===== src/rtl/ctrl_fsm.sv =====
// Multicycle FETCH/DECODE/EXE/MEM/WB sequencer owning the shared memory-bus handshake; 4 cycles per ALU op, 5 per load/store at zero wait.
// Bus backpressure: bus_req holds (with stable bus_data) until bus_ack; every wait cycle adds one cycle. Outputs registered except ir_we/rf_we.
module ctrl_fsm (
  input  logic        clk,
  input  logic        rst,
  input  logic [2:0]  exe_next,
  input  logic        reg_write,
  input  logic        illegal,
  input  logic        sys_halt,
  input  logic        bus_ack,
  output logic        bus_req,
  output logic        bus_data,
  output logic        ir_we,
  output logic        pc_we,
  output logic        rf_we,
  output logic        retire,
  output logic [31:0] instret,
  output logic [2:0]  state,
  output logic        halted,
  output logic        fault
);

  typedef enum logic [2:0] {
    FETCH  = 3'd0,
    DECODE = 3'd1,
    EXE    = 3'd2,
    MEM    = 3'd3,
    WB     = 3'd4,
    HALT   = 3'd5
  } state_t;

  state_t      state_q, state_d;
  logic        run_q, run_d;
  logic        fault_q, fault_d;
  logic [31:0] instret_q, instret_d;
  logic        bus_req_q, bus_req_d;
  logic        bus_data_q, bus_data_d;
  logic        pc_we_q, pc_we_d;
  logic        retire_q, retire_d;
  logic        halted_q, halted_d;

  always_comb begin
    state_d   = state_q;
    run_d     = 1'b1;
    fault_d   = fault_q;
    instret_d = instret_q;
    case (state_q)
      FETCH: begin
        // run_q gates the first post-reset cycle so the bus stays idle
        if (run_q && bus_ack) state_d = DECODE;
      end
      DECODE: begin
        if (illegal) begin
          state_d = HALT;
          fault_d = 1'b1;
        end else if (sys_halt) begin
          state_d = HALT;
        end else begin
          state_d = EXE;
        end
      end
      EXE: begin
        case (state_t'(exe_next))
          MEM:     state_d = MEM;
          WB:      state_d = WB;
          default: begin
            state_d = HALT;
            fault_d = 1'b1;
          end
        endcase
      end
      MEM: begin
        if (bus_ack) state_d = WB;
      end
      WB: begin
        state_d   = FETCH;
        instret_d = instret_q + 32'd1;
      end
      HALT: state_d = HALT;
      default: begin
        state_d = HALT;
        fault_d = 1'b1;
      end
    endcase

    // Moore outputs are registered by decoding the next state
    bus_req_d  = (state_d == FETCH) || (state_d == MEM);
    bus_data_d = (state_d == MEM);
    pc_we_d    = (state_d == WB);
    retire_d   = (state_d == WB);
    halted_d   = (state_d == HALT);
  end

  always_ff @(posedge clk or negedge rst) begin
    if (!rst) begin
      state_q    <= FETCH;
      run_q      <= 1'b0;
      fault_q    <= 1'b0;
      instret_q  <= 32'd0;
      bus_req_q  <= 1'b0;
      bus_data_q <= 1'b0;
      pc_we_q    <= 1'b0;
      retire_q   <= 1'b0;
      halted_q   <= 1'b0;
    end else begin
      state_q    <= state_d;
      run_q      <= run_d;
      fault_q    <= fault_d;
      instret_q  <= instret_d;
      bus_req_q  <= bus_req_d;
      bus_data_q <= bus_data_d;
      pc_we_q    <= pc_we_d;
      retire_q   <= retire_d;
      halted_q   <= halted_d;
    end
  end

  assign ir_we    = bus_req_q & ~bus_data_q & bus_ack;
  assign rf_we    = pc_we_q & reg_write;
  assign bus_req  = bus_req_q;
  assign bus_data = bus_data_q;
  assign pc_we    = pc_we_q;
  assign retire   = retire_q;
  assign instret  = instret_q;
  assign state    = state_q;
  assign halted   = halted_q;
  assign fault    = fault_q;

endmodule


===== config.mk =====
export PLATFORM = sky130hd
export DESIGN_NAME = ctrl_fsm
export DESIGN_NICKNAME = d
export VERILOG_FILES = /design/src/rtl/ctrl_fsm.sv
export SDC_FILE = /design/constraint.sdc
export NUM_CORES = 1
export LEC_CHECK = 0
export CAP_MARGIN = 20
export CORE_MARGIN = 2
export CORE_UTILIZATION = 30
export CTS_BUF_LIST = sky130_fd_sc_hd__clkbuf_4
export CTS_CLUSTER_DIAMETER = 40
export DETAILED_ROUTE_END_ITERATION = 10
export PLACE_DENSITY = 0.56
export SYNTH_ARGS = -nofsm -noshare
export SYNTH_HDL_FRONTEND = slang
export SYNTH_SLANG_ARGS = --single-unit

===== constraint.sdc =====
create_clock -name clk -period 3 [get_ports clk]
set_input_delay 0.3 -clock clk [delete_from_list [all_inputs] [get_ports clk]]
set_output_delay 0.3 -clock clk [all_outputs]
set_load 0.02 [all_outputs]

Yosys cells after proc, flatten, opt, wreduce, memory -nomap -nowiden. Cells that the tools add are included.

Register bits after elaboration: 41. Output and inout bits: 43. Input bits: 9. Logic and storage cells: 42.

Multiplexer cells: 9. Equal/unequal tests: 12. $add $sub $neg: 1. Reductions and logical operators: 7. Bitwise gates (word level): 5.

Operators by type and width (number): 32-bit by 1-bit adder with 32-bit output, second input constant (1); 3-bit == test, second input constant (5); 3-bit case mux with 5 select lines (1); 3-bit by 2-bit == test with 1-bit output, second input constant (4); 3-bit two-way mux (4); 3-bit zero test (2); 3-bit case mux with 2 select lines (1); 2-bit != test, second input constant (2); 4-bit OR reduction (1); 1-bit bitwise AND (3); 3-bit by 1-bit == test with 1-bit output, second input constant (1); 1-bit case mux with 3 select lines (1); 3-bit AND reduction (1); 1-bit two-way mux (2); 1-bit inverter (2); 2-bit OR reduction (1); 1-bit logical AND (1); 1-bit logical OR (1).

Depth between registers and ports, before layout. Gate-level depths: netlist (run 1).

Depth in word-level cells: 5. Depth in mapped cells: 7. Mapped depth without buffers: 6.

Least setup slack after synthesis (run 1). No wires, ideal clock.

Kind: flip-flop to flip-flop. Start: reg state_q[2] (netlist: state[2]). End: reg instret_q[20] (netlist: instret[20]). Path buffers: 2. Setup time: 132 ps. Cell stages (with the launch flop): 8. Data required time: 2868 ps. Slack: 825 ps. Arrival: 2044 ps. Clock period less this slack: 2175 ps. Cell sequence: dfrtp_1 -> or3b_1 -> buf_6 -> or4_4 -> buf_6 -> nor2b_4 -> nand3_1 -> xnor2_1.

Cells in the longest elaborated chain, start to end: 1.

Ends and longest elaborated chain: start: declaration (RTL line 32) `state_t state_q, state_d;`; start signal: assignment (RTL line 106) `state_q <= state_d;`; 3-bit == test (RTL line 47) `case (state_q)`; end signal: assignment (RTL line 109) `instret_q <= instret_d;`; end: declaration (RTL line 35) `logic [31:0] instret_q, instret_d;`.

No other way between the ends. A chain may end at the register's enable or synchronous reset.

Final worst setup path (run 1).
Start: reg state_q[0] (netlist: state[0]). End: reg instret_q[18] (netlist: instret[18]).

Same word-level chain as after synthesis.

==> results.cfg, run 1 <==
[synthesis]
synth-seq-cells = 41
yosysWarnings = 0
async_flop_share_pct = 100
seq_area_frac_synth_pct = 54.3
synthCells = 173
synth-main-ff-cell = dfrtp_1
netlist_area_mm2 = 0.00189
synth_edf_count = 0
syn_nets = 183
synth.avg_cell_area_um2 = 10.9
synth_cell_type_count = 36

[clock_tree]
cts_hold_buf = 0
clk_pin_slew_ns = 0.13
cts_setup_buffers = 0
clock_latency_ns = 0.35
cts_tree = yes
cts_sinks = 41
ctsResizeCount = 0
cts_root_buf = clkbuf_4
cts.htree.levels = 2
cts_buffers = 5
cts_buffer_depth = 2

[detailed_routing]
wl_per_cell_um = 12.5
antenna_left = 0
route.vias.total = 1415
drc_errors = 0
first_pass_iters = 4
viasPerCell = 4.69
drt_iter0_markers = 26
routed_wl_um = 3780

[critical_path]
worst-path-buf-inv = 0
cpMaxStageDelayCell = or4_4
arrival_ns = 2.47
critPathKind = reg2reg
setup.worst_path.start_class = register
path_cells = or3b_1 > or4_4 > nor2b_4 > nand3_1 > xnor2_1
worstPathMaxFanout = 13
endpoint_kind = register
slowest_delay_ns = 0.64
reg2reg_slack_ns = 0.79
cp.required_ns = 3.25
cp_top_family = simple AND/OR/NAND/NOR gates

[timing]
drv_slew = 0
hold_viol = 0
clock-skew-final_ns = 0.0206
slew-limit-headroom_pct = 40.2
tns_ns = 0
fin_hold_ws_ns = 0.0625
max_freq_mhz = 452
setup_ws_ns = 0.788
setup_viol = 0
fin_crit_ns = 2.21
period_share_pct = 73.7
worst_pin_slew_ns = 0.898
grt_setup_unrepaired = false

[floorplanning]
start_util_pct = 31.6
die_w_um = 83.4
io_pins = 52
die_area_mm2 = 0.00695
num_rows = 28
die_h_um = 83.4
design.core.area_mm2 = 0.00599

[grt]
antenna_found_initial = 0
grt.total_usage_pct = 11.7
grt_pass1_wl_um = 6600
grt-ovfl-total = 0
grt_pass1_vias = 1441
grt_max_degree = 42

[final_layout]
nets = 236
layout_commonest_cell = clkdlybuf4s50_1
final_layout_size_suffix_gt1_share_pct = 8.37
areaGrowthSynthToFinish_pct = 32.6
n_antenna_cell = 0
final_cell_mix = clkdlybuf4s50_1, dfrtp_1, xnor2_1

[place]
dp_hpwl_um = 2780
io_buffers = 51
gp_congestion = 0.882
dp_worst_setup_slack_ns = 0.760

[power_and_ir_drop]
ir_worst_vdd_uv = 369
power_density_mw_per_mm2 = 596
leakagePower_nw = 1.06

[run_status]
status = completed

[min_path]
hold_path_class = in2async

[job]
drv_cap = 0
[layer usage]
layer	GRT usage, %	part of all wire, %	wire, µm
met1	14.3	45	1710
met2	19.2	47	1780
met3	3.98	6.3	237
met4	4.02	1.5	57
met5	0	0	0
[synthesized netlist by cell type (all sizes together), types with 4 or more instances]
cell type  count  area (µm²)
nand4          9        56.3
and2           4        25.0
o21ai          5        25.0
nand2         16        60.1
nand3         12        65.1
inv            5        18.8
nor3           7        40.0
a21oi          5        25.0
xnor2         23         201
xor2           8        70.1
dfrtp         41        1030
nor2          10        37.5
[state kept, by name, summed over array words and instances, names as in the netlist]
signal	count
state	3
bus_req	1
instret	32
halted	1
retire	1
fault	1
bus_data	1
run_q	1
[through the flow]
stage	instance area [µm²]	util, %	std cells	power, mW
floorplan	1890	-	173	1.02
global placement	2450	40.9	294	1.24
detailed placement	2450	40.9	294	1.23
CTS	2510	41.9	302	1.52
global route	2510	41.9	302	1.60
finish	2510	41.9	302	1.49
[power breakdown]
part | switching, mW | total [mW] | internal, mW
logic | 0.258 | 0.498 | 0.240
registers | 0.0985 | 0.721 | 0.623
clock network | 0.177 | 0.276 | 0.0985
total | 0.534 | 1.49 | 0.961
[logic make-up after synthesis]
logic type	after synthesis	share of synthesized area, %
flops	41	54.3
mux	1	0.596
xor+xnor	31	14.4
buf+inv	10	2.98
simple gates	76	23.6
fa+ha+maj	1	0.662
other cells	1	0.198
compound gates	12	3.38
[layout make-up]
cell class	count	area, µm²
clock buffer	6	45.0
clock inverter	2	10.0
fill	588	3480
inverter	5	18.8
multi-input combinational	122	808
sequential	41	1030
tap	75	93.8
timing repair buffer	51	505
[worst paths after layout]
kind,startpoint,endpoint,cells past startpoint
min in group clk,instret[31],instret[31],1
setup reg to reg,state[0],instret[18],5
setup / recovery,state[0],instret[18],5
max in group asynchronous,rst,state[1],1
hold / removal,rst,instret[18],1
hold reg to reg,instret[31],instret[31],1
(Power assumes the default switching activity.)
==> run 2, diff against run 1 <==
--- a/config.mk
+++ b/config.mk
@@ -11,7 +11,7 @@
 export CTS_BUF_LIST = sky130_fd_sc_hd__clkbuf_4
 export CTS_CLUSTER_DIAMETER = 40
 export DETAILED_ROUTE_END_ITERATION = 10
-export PLACE_DENSITY = 0.56
+export PLACE_DENSITY = 0.58
 export SYNTH_ARGS = -nofsm -noshare
 export SYNTH_HDL_FRONTEND = slang
 export SYNTH_SLANG_ARGS = --single-unit
==> constraint.sdc (replaced) <==
create_clock -name clk -period 2 [get_ports clk]
set_input_delay 0.2 -clock clk [delete_from_list [all_inputs] [get_ports clk]]
set_output_delay 0.2 -clock clk [all_outputs]
set_load 0.02 [all_outputs]
==> run 2 against run 1 <==
Against the previous run:
- clock skew shrank 0.00091 ns
- maximum frequency grew 16%
- final area grew 6.5%
- clock power grew 94%
- register-to-register slack lost 0.70 ns
- sequential power grew 43%
- hold slack gained 0.29 ns
- total power grew 66%
- critical endpoint is now instret[20]
==> results.cfg, run 2 (synthesis gave the netlist of run 1 again) <==
[critical_path]
reg2reg_depth = 5
path_cells = or3b_4 > or4_4 > nor2b_4 > nand3_1 > xnor2_1
setup.worst_path.start_class = register
cpMaxStageDelayCell = or4_4
cp.required_ns = 2.25
slowest_delay_ns = 0.62
arrival_ns = 2.16
worstPathMaxFanout = 6
endpoint_kind = register
critPathKind = reg2reg

[final_layout]
utilization_pct = 44.6
nets = 253
n_antenna_cell = 0
largest_reg_flops = 32
final_layout_size_suffix_gt1_share_pct = 16.0
areaGrowthSynthToFinish_pct = 41.2
layout_commonest_cell = clkdlybuf4s50_1
final_cell_mix = clkdlybuf4s50_1, dfrtp_1, xnor2_1

[detailed_routing]
first_pass_iters = 4
drc_errors = 0
viasPerCell = 4.55
route.vias.total = 1451
routed_wl_um = 3940
antenna_left = 0
wl_per_cell_um = 12.4
drt_iter0_markers = 34

[place]
dp_hpwl_um = 2950
io_buffers = 51
gp_congestion = 0.772
dp_worst_setup_slack_ns = 0.0811

[run_status]
status = completed

[timing]
period_share_pct = 95.6
hold_viol = 0
setup_ws_ns = 0.0889
max_freq_mhz = 523
setup_viol = 0
clock-skew-final_ns = 0.0196
slew-limit-headroom_pct = 64.2
fin_crit_ns = 1.91
drv_slew = 0
worst_pin_slew_ns = 0.537
grt_setup_unrepaired = false
fin_hold_ws_ns = 0.351

[grt]
grt.total_usage_pct = 12.2
grt-ovfl-total = 0
grt_pass1_vias = 1520
grt_pass1_wl_um = 6930
antenna_found_initial = 0
grt_max_degree = 25

[min_path]
hold_path_class = in2async

[clock_tree]
clk_pin_slew_ns = 0.13
cts_buffers = 5
cts_buffer_depth = 2
clock_latency_ns = 0.35
cts.htree.levels = 2
cts_sinks = 41
cts_root_buf = clkbuf_4
cts_tree = yes

[floorplanning]
start_util_pct = 31.6
design.core.area_mm2 = 0.00599
die_area_mm2 = 0.00695
num_rows = 28
die_h_um = 83.4
io_pins = 52
die_w_um = 83.4

[power_and_ir_drop]
power_density_mw_per_mm2 = 929
ir_worst_vdd_uv = 497
leakagePower_nw = 1.15

[job]
drv_cap = 0
[run 2: worst paths after layout]
path	from	end	slack, ns
min in group clk	instret[31]	instret[31]	0.49
setup / recovery	state[1]	instret[20]	0.09
hold reg to reg	instret[31]	instret[31]	0.49
max in group asynchronous	rst	instret[29]	1.00
hold / removal	rst	instret[7]	0.35
setup reg to reg	state[1]	instret[20]	0.09
[run 2: what timing repair did]
item | 4_1_cts | 5_1_grt
buffers inserted | 0 | 2
hold buffers | 1 | 0
endpoints found under the hold margin | 23 | 0
setup endpoints to repair | 0 | 3
resized for setup | 0 | 2
[run 2: cell type report]
class	count	area, µm²
fill	589	3320
sequential	41	1030
multi-input combinational	122	813
timing repair buffer	68	636
tap	75	93.8
clock inverter	3	41.3
clock buffer	5	37.5
inverter	5	18.8
[run 2: power by group]
group	internal [mW]	switching [mW]
Combinational	0.447	0.470
Sequential	0.939	0.0895
Clock	0.259	0.276
[run 2: per-stage QoR]
stage	std cells	total power, mW	area [µm²]	setup TNS, ns
2_1_floorplan	173	1.54	1890	-0.532
3_3_place_gp	308	1.94	2560	0
3_5_place_dp	308	1.95	2560	0
4_1_cts	317	2.50	2650	0
5_1_grt	319	2.63	2670	0
6_report	319	2.48	2670	0
[run 2: routing by layer]
metal	vias up	part of all wire, %	global-route usage [%]
met5	-	0	0
met4	0	1.1	4.92
met3	4	5.9	3.68
met2	40	45	19.4
met1	684	48	15.6
li1	723	-	-
[run 2: worst max-delay path: cells and delay by family, from the launching register on]
kind                      cells  cell delay [ns]
xor gates and xnor gates      1             0.13
and+or+nand+nor               4             1.27
DFF                           1             0.42
